<file path="config.mk">
export PLATFORM = sky130hd
export DESIGN_NAME = lfsr_gen
export DESIGN_NICKNAME = d
export VERILOG_FILES = /design/src/rtl/lfsr_gen.sv
export SDC_FILE = /design/constraint.sdc
export NUM_CORES = 1
export LEC_CHECK = 0
export ABC_AREA = 1
export CORE_MARGIN = 2
export CORE_UTILIZATION = 42
export DETAILED_ROUTE_END_ITERATION = 6
export PLACE_DENSITY_LB_ADDON = 0.25
export SYNTH_ARGS = -nofsm -noshare
export SYNTH_HDL_FRONTEND = slang
export SYNTH_SLANG_ARGS = --single-unit
</file>
<file path="constraint.sdc">
create_clock -name clk -period 2.7 [get_ports clk]
set_clock_uncertainty 0.2 [all_clocks]
set_input_delay 0.54 -clock clk [delete_from_list [all_inputs] [get_ports clk]]
set_output_delay 0.54 -clock clk [all_outputs]
set_load 0.005 [all_outputs]
</file>
<file path="src/rtl/lfsr_gen.sv">
// rtl/lfsr_gen.sv - Parametrised Fibonacci/Galois LFSR with period tracking; optional LFSR_LOCKUP_RECOVER_EN
module lfsr_gen #(
    parameter int                 WIDTH = 5,
    parameter logic [WIDTH-1:0]   TAPS  = 5'b00101,
    parameter bit                 MODE  = 1'b0,
    parameter logic [WIDTH-1:0]   SEED  = 5'b11111
) (
    input  logic             clk,
    input  logic             rst_n,
    input  logic             en,
    input  logic             load,
    input  logic [WIDTH-1:0] seed_in,
    output logic [WIDTH-1:0] state,
    output logic             bit_out,
    output logic [WIDTH-1:0] cnt,
    output logic             wrap,
    output logic             lockup
);

    logic [WIDTH-1:0] state_q, state_d;
    logic [WIDTH-1:0] ref_q, ref_d;
    logic [WIDTH-1:0] cnt_q, cnt_d;
    logic             wrap_q, wrap_d;
    logic             lockup_q, lockup_d;

    logic [WIDTH-1:0] fib_next;
    logic [WIDTH-1:0] gal_next;
    logic [WIDTH-1:0] step_next;
    logic             fb;

    // One LFSR step from the current state in the configured topology
    always_comb begin
        fb        = ^(state_q & TAPS);
        fib_next  = {fb, state_q[WIDTH-1:1]};
        gal_next  = (state_q >> 1) ^ ({WIDTH{state_q[0]}} & TAPS);
        step_next = MODE ? gal_next : fib_next;
`ifdef LFSR_LOCKUP_RECOVER_EN
        // All-zero is a fixed point; only an upset can get here, so kick back to SEED
        if (state_q == '0) begin
            step_next = SEED;
        end
`endif
    end

    // Next-state selection: load beats en beats hold; wrap is a single-cycle pulse
    always_comb begin
        state_d  = state_q;
        ref_d    = ref_q;
        cnt_d    = cnt_q;
        wrap_d   = 1'b0;
        lockup_d = lockup_q;
        if (load) begin
`ifdef LFSR_LOCKUP_RECOVER_EN
            state_d = (seed_in == '0) ? SEED : seed_in;
`else
            state_d = seed_in;
`endif
            ref_d   = state_d;
            cnt_d   = '0;
        end else if (en) begin
            state_d = step_next;
            if (step_next == ref_q) begin
                cnt_d  = '0;
                wrap_d = 1'b1;
            end else begin
                cnt_d  = cnt_q + WIDTH'(1);
            end
        end
        if (load || en) begin
`ifdef LFSR_LOCKUP_RECOVER_EN
            lockup_d = 1'b0;
`else
            lockup_d = (state_d == '0);
`endif
        end
    end

    // State registers with asynchronous active-low reset to the seed
    always_ff @(posedge clk or negedge rst_n) begin
        if (!rst_n) begin
            state_q  <= SEED;
            ref_q    <= SEED;
            cnt_q    <= '0;
            wrap_q   <= 1'b0;
            lockup_q <= 1'b0;
        end else begin
            state_q  <= state_d;
            ref_q    <= ref_d;
            cnt_q    <= cnt_d;
            wrap_q   <= wrap_d;
            lockup_q <= lockup_d;
        end
    end

    assign state   = state_q;
    assign bit_out = state_q[0];
    assign cnt     = cnt_q;
    assign wrap    = wrap_q;
    assign lockup  = lockup_q;

endmodule

</file>
==> results of run 1 <==
## registers in the layout, summed over array words and instances, names as in the netlist
name and cells:
state 5, lockup 1, ref_q 5, wrap 1, cnt 5
## cells in the final DEF, fill, tap and decap left out, types with 3 or more instances in the layout
cell type / count
sky130_fd_sc_hd__nand2_2: 4
sky130_fd_sc_hd__o21ai_0: 5
sky130_fd_sc_hd__inv_1: 12
sky130_fd_sc_hd__clkdlybuf4s50_1: 21
sky130_fd_sc_hd__dfrtp_1: 7
sky130_fd_sc_hd__nand2_1: 39
sky130_fd_sc_hd__inv_2: 4
sky130_fd_sc_hd__nor2_2: 4
sky130_fd_sc_hd__dfstp_2: 10
sky130_fd_sc_hd__nor2_1: 5
sky130_fd_sc_hd__clkbuf_4: 3
sky130_fd_sc_hd__nand3_1: 3
sky130_fd_sc_hd__o211ai_2: 3
sky130_fd_sc_hd__o21ai_1: 3
## cell usage after synthesis
cell and n:
sky130_fd_sc_hd__nand3_2 1, sky130_fd_sc_hd__nand2_1 39, sky130_fd_sc_hd__nor3_1 1, sky130_fd_sc_hd__o21bai_1 1, sky130_fd_sc_hd__o21ai_0 5, sky130_fd_sc_hd__xor2_1 1
sky130_fd_sc_hd__nand3_1 3, sky130_fd_sc_hd__o211ai_2 3, sky130_fd_sc_hd__nand2_2 4, sky130_fd_sc_hd__o21ai_1 3, sky130_fd_sc_hd__dfrtp_1 7, sky130_fd_sc_hd__buf_4 2
sky130_fd_sc_hd__a21oi_1 2, sky130_fd_sc_hd__inv_1 12, sky130_fd_sc_hd__nand2_4 1, sky130_fd_sc_hd__inv_2 4, sky130_fd_sc_hd__nor2_1 5, sky130_fd_sc_hd__xnor2_1 1
sky130_fd_sc_hd__nor2_2 4, sky130_fd_sc_hd__dfstp_2 10, sky130_fd_sc_hd__ha_1 1
## per-stage QoR
step           cells  util, %  hold slack [ps]  setup WS, ps  area [um2]
3_3_place_gp     156    56.69            279.9         456.7        1124
5_1_grt          160    58.02            347.0         530.7        1150
6_report         160    58.02            304.7         601.0        1150
3_5_place_dp     156    56.69            287.6         425.2        1124
2_1_floorplan    110        -            44.41          1267       894.6
4_1_cts          160    58.02            304.8         586.3        1150
## layer usage
metal,global-route usage (%),vias to the layer above,share of wire (%)
met4,5.556,0,0.66
met5,0,-,0
li1,-,386,-
met2,25.88,18,48
met3,2.679,2,3.7
met1,25.82,346,48
## report_power, final
part / total, mW / internal (mW) / switching (mW) / leakage [nW]
sequential: 0.302 / 0.286 / 0.0166 / 0.201
combinational: 0.131 / 0.0614 / 0.0692 / 0.341
clock: 0.135 / 0.0574 / 0.0778 / 0.0150
## kinds of logic (layout without fill, tap and decap cells)
family	count (synthesis)	in the layout	share of synthesized area, %
simple gates	58	58	28.67
buf+inv	18	41	8.390
flops	17	17	48.95
compound gates	14	14	10.63
xor+xnor	2	2	1.958
fa+ha+maj	1	1	1.398
## area by class of cell
class | instances | area (um2) | share of cell area, %
multi-input combinational | 75 | 381.6 | 33.19
clock buffer | 4 | 26.28 | 2.285
timing repair buffer | 21 | 210.2 | 18.28
sequential | 17 | 437.9 | 38.08
inverter | 16 | 60.06 | 5.223
tap | 27 | 33.78 | 2.938
## path summary, 6_finish.rpt
check | end | cells after the start | slack, ps
worst max-delay path | state[1] | 1 | 600
worst min-delay path | ref_q[0]$_DFFE_PN1P_ | 2 | 300
worst max register to register | cnt[0]$_DFFE_PN0P_ | 9 | 1170
worst min register to register | ref_q[0]$_DFFE_PN1P_ | 2 | 300
max in group asynchronous | cnt[4]$_DFFE_PN0P_ | 1 | 1340
min in group asynchronous | cnt[0]$_DFFE_PN0P_ | 1 | 490
==> impl_metrics.toml, run 1 <==
[status]
status = "finished clean"

[cts]
cts-buffers-inserted = 3
worst_skew_pair.late_latency_ps = 280
clock-sinks = 17
clock_tree.htree_level_count = 1
ctsLongestPathBuffers = 2
cts_hold_buf = 0
cts_root_buf = "sky130_fd_sc_hd__clkbuf_4"
cts_tree = "built"
cts.clk_slew.worst_paths_ps = 100
cts_resizes = 0
post-cts-setup-buffer-count = 0

[timing]
finalHoldViolations = 0
timing.final.max_slew_violations = 0
tightest_slew_ps = 751.0
setup-violations-final = 0
finalSetupTns_ps = 0
min_period_over_period_pct = 77.74
crit_path_time_final_ps = 2099
fmax_mhz = 476.4
max_slew_margin_pct = 49.78
grt_setup_unrepaired = "no"

[die]
starting_density_pct = 45.14
i_o_pin_total = 22
floorplan.rows = 16
die-area_mm2 = 0.002515
floorplan.core_area_mm2 = 0.001982
dieWidth_um = 50.15
die-height_um = 50.15

[worst_setup_path]
cp_slowest_stage_delay_ps = 570
critical-path-slowest-cell = "sky130_fd_sc_hd__dfstp_2"
cp_data_arrival_time_ps = 1360
critical_path_peak_fanout = 4
worst_setup_path_startpoint = "state[1]$_DFF_PN1_"
critical_path.startpoint_type = "flip-flop"
setup.worst_path.class = "flip-flop to output port"
endpoint_kind = "output port"
timing.critical_path.buf_inv = 1
critical_path_required_ps = 1960
crit_chain = "clkdlybuf4s50_1"
reg2reg_from = "state[2]$_DFF_PN1_"
cp_top_family = "flip-flops"

[global_route]
track_usage_pct = 17.40
grt_pass1_vias = 739
antenna_found_initial = 0
grt_start_max_net_pins = 18
grt_first_pass_wirelength_um = 3353
grt.overflow.total = 0

[synth]
synthesis.area_um2 = 894.6
netlist_top_cells_area = "sky130_fd_sc_hd__dfstp_2 29%, sky130_fd_sc_hd__dfrtp_1 20%, sky130_fd_sc_hd__nand2_1 16%"
seq_area_frac_synth_pct = 48.95
synth.top_cell.area_share_pct = 29.37
yosysWarningCount = 0
yosysUniqueCellTypes = 21
synthesis.area_per_instance_um2 = 8.133
yosys_register_bits = 17
synth.net_count = 120
post_synth_inst_count = 110
yosys.area.top_type = "sky130_fd_sc_hd__dfstp_2"

[final_layout]
final_layout_size_suffix_gt1_share_pct = 22.56
fillers = 188
n_antenna_cell = 0
synthToLayoutAreaGrowth_pct = 28.53
nNetsFinal = 144

[placement]
gp_congestion = 0.8055
dp_hpwl_um = 1391
port_buffers = 21

[power]
powerDensity_mw_per_mm2 = 494.0
cellLeakagePower_nw = 0.5570
irDropWorstVdd_v = 0.0002970
report.power.total_mw = 0.5681

[detailed_routing]
drt_pass1_iterations = 4
detail_route.drc_violations = 0
dr.first_iter.drc_count = 14
total_length_of_routed_wires_um = 1810
via_per_inst = 4.700
via_count = 752
drtAntennaViolNets = 0
drt-wirelength-per-cell_um = 11.31

[run]
maxCapViolations = 0

[min_path]
worst_hold_startpoint = "ref_q[0]$_DFFE_PN1P_"
worst_hold_path_type = "flip-flop to flip-flop"
No activity file was read; power rests on OpenSTA's default activity.
==> run 2, diff against run 1 <==
clock period = 1.74 ns   (was 2.7 ns; I/O delays follow)
==> impl_metrics.toml, run 2 (synthesis gave the netlist of run 1 again) <==
[detailed_routing]
drt-wirelength-per-cell_um = 11.71
via_count = 853
detail_route.drc_violations = 0
total_length_of_routed_wires_um = 2108
via_per_inst = 4.739
dr.first_iter.drc_count = 12
drt_pass1_iterations = 4
drtAntennaViolNets = 0

[timing]
holdWs_ps = 159.9
setup-violations-final = 0
crit_path_time_final_ps = 1704
max_slew_margin_pct = 82.76
fmax_mhz = 587.0
min_period_over_period_pct = 97.90
finalHoldViolations = 0
tightest_slew_ps = 258.3
timing.final.max_slew_violations = 0

[final_layout]
n_antenna_cell = 0
nNetsFinal = 164
final_layout_size_suffix_gt1_share_pct = 33.33
synthToLayoutAreaGrowth_pct = 47.41
commonest_cells_after_routing_fill_and_taps_aside = "38 x sky130_fd_sc_hd__nand2_1, 20 x sky130_fd_sc_hd__buf_4, 12 x sky130_fd_sc_hd__inv_1"
postLayoutCellArea_mm2 = 0.001319
layout_commonest_cell = "sky130_fd_sc_hd__nand2_1"

[die]
floorplan.rows = 16
die-height_um = 50.15
i_o_pin_total = 22
floorplan.core_area_mm2 = 0.001982
dieWidth_um = 50.15
die-area_mm2 = 0.002515
starting_density_pct = 45.14

[global_route]
grt_start_max_net_pins = 18
antenna_found_initial = 0
grt_first_pass_wirelength_um = 3684
grt.overflow.total = 0
track_usage_pct = 19.44
grt_pass1_vias = 844

[cts]
clock_tree.htree_level_count = 1
clock-sinks = 17
cts_root_buf = "sky130_fd_sc_hd__clkbuf_4"
worst_skew_pair.late_latency_ps = 300
cts-buffers-inserted = 3
cts_tree = "built"
cts.clk_slew.worst_paths_ps = 100
ctsLongestPathBuffers = 2

[power]
powerDensity_mw_per_mm2 = 710.4
cellLeakagePower_nw = 0.7577
irDropWorstVdd_v = 0.0005251

[worst_setup_path]
critical_path_required_ps = 1190
critical_path_peak_fanout = 2
cp_data_arrival_time_ps = 1160
setup.worst_path.class = "flip-flop to output port"
critical_path.startpoint_type = "flip-flop"
endpoint_kind = "output port"

[placement]
post_placement_cell_area_mm2 = 0.001184
gp_congestion = 0.8179
port_buffers = 21
dp_hpwl_um = 1475

[run]
maxCapViolations = 0

[min_path]
worst_hold_path_type = "input port to asynchronous set/reset pin"

[status]
status = "finished clean"
==> run 2: cell count changes in the layout (fill, tap and decap cells not counted), sizes merged <==
cell	delta
dlygate4sd2	+5
clkdlybuf4s15	+1
clkdlybuf4s50	-11
buf	+20
dlymetal6s2s	+5
==> run 2: stage by stage <==
stage / power (mW) / util (%) / setup TNS, ps / worst slack (ps) / std cells
after detailed placement: 0.6967 / 59.72 / -213.6 / -89.58 / 164
after CTS: 0.9235 / 64.46 / 0 / 4.764 / 178
after global routing: 0.9837 / 66.54 / -10.22 / -10.22 / 180
after floorplan: 0.5849 / - / 0 / 334.9 / 110
final: 0.9368 / 66.54 / 0 / 36.46 / 180
after global placement: 0.6920 / 59.72 / -109.5 / -66.68 / 164
==> run 2: worst paths after layout <==
check / start / end / slack (ps) / depth (start not counted)
setup / recovery: state[0]$_DFF_PN1_ / bit_out / 40 / 2
min in group clk: ref_q[3]$_DFFE_PN1P_ / ref_q[3]$_DFFE_PN1P_ / 300 / 2
max in group asynchronous: rst_n / ref_q[2]$_DFFE_PN1P_ / 930 / 2
hold / removal: rst_n / cnt[0]$_DFFE_PN0P_ / 160 / 2
hold reg to reg: ref_q[3]$_DFFE_PN1P_ / ref_q[3]$_DFFE_PN1P_ / 300 / 2
setup reg to reg: state[0]$_DFF_PN1_ / cnt[3]$_DFFE_PN0P_ / 70 / 11
==> run 2: routing by layer <==
layer	share of wire (%)	GRT usage (%)	up-vias
met5	0	0	-
met4	0.95	6.481	0
met3	3.7	4.167	3
met2	47	31.14	19
met1	48	26.01	404
li1	-	-	427
==> run 2: what timing repair did <==
item                       CTS  global route
setup endpoints to repair   11            10
hold endpoints to repair     0             0
hold buffers                 0             0
gates resized for setup      6             9
setup buffers               10             2
pin swaps                    0             0
==> run 2: cell type report <==
type,instances,area (um2)
Sequential cell,17,437.9
Clock buffer,4,26.28
Tap cell,27,33.78
Timing Repair Buffer,41,366.6
Multi-Input combinational cell,75,394.1
Fill cell,178,663.1
Inverter,16,60.06
==> run 2: power breakdown <==
part	switching, mW	internal (mW)	leakage [nW]	total, mW
clock	0.128	0.0894	0.0150	0.217
combinational	0.134	0.126	0.542	0.260
sequential	0.0166	0.443	0.201	0.459
==> run 2: critical path, stage by stage, from the launching register on <==
cell                            delay (ps)
sky130_fd_sc_hd__dfstp_2               540
sky130_fd_sc_hd__buf_4                 100
sky130_fd_sc_hd__dlygate4sd2_1         220
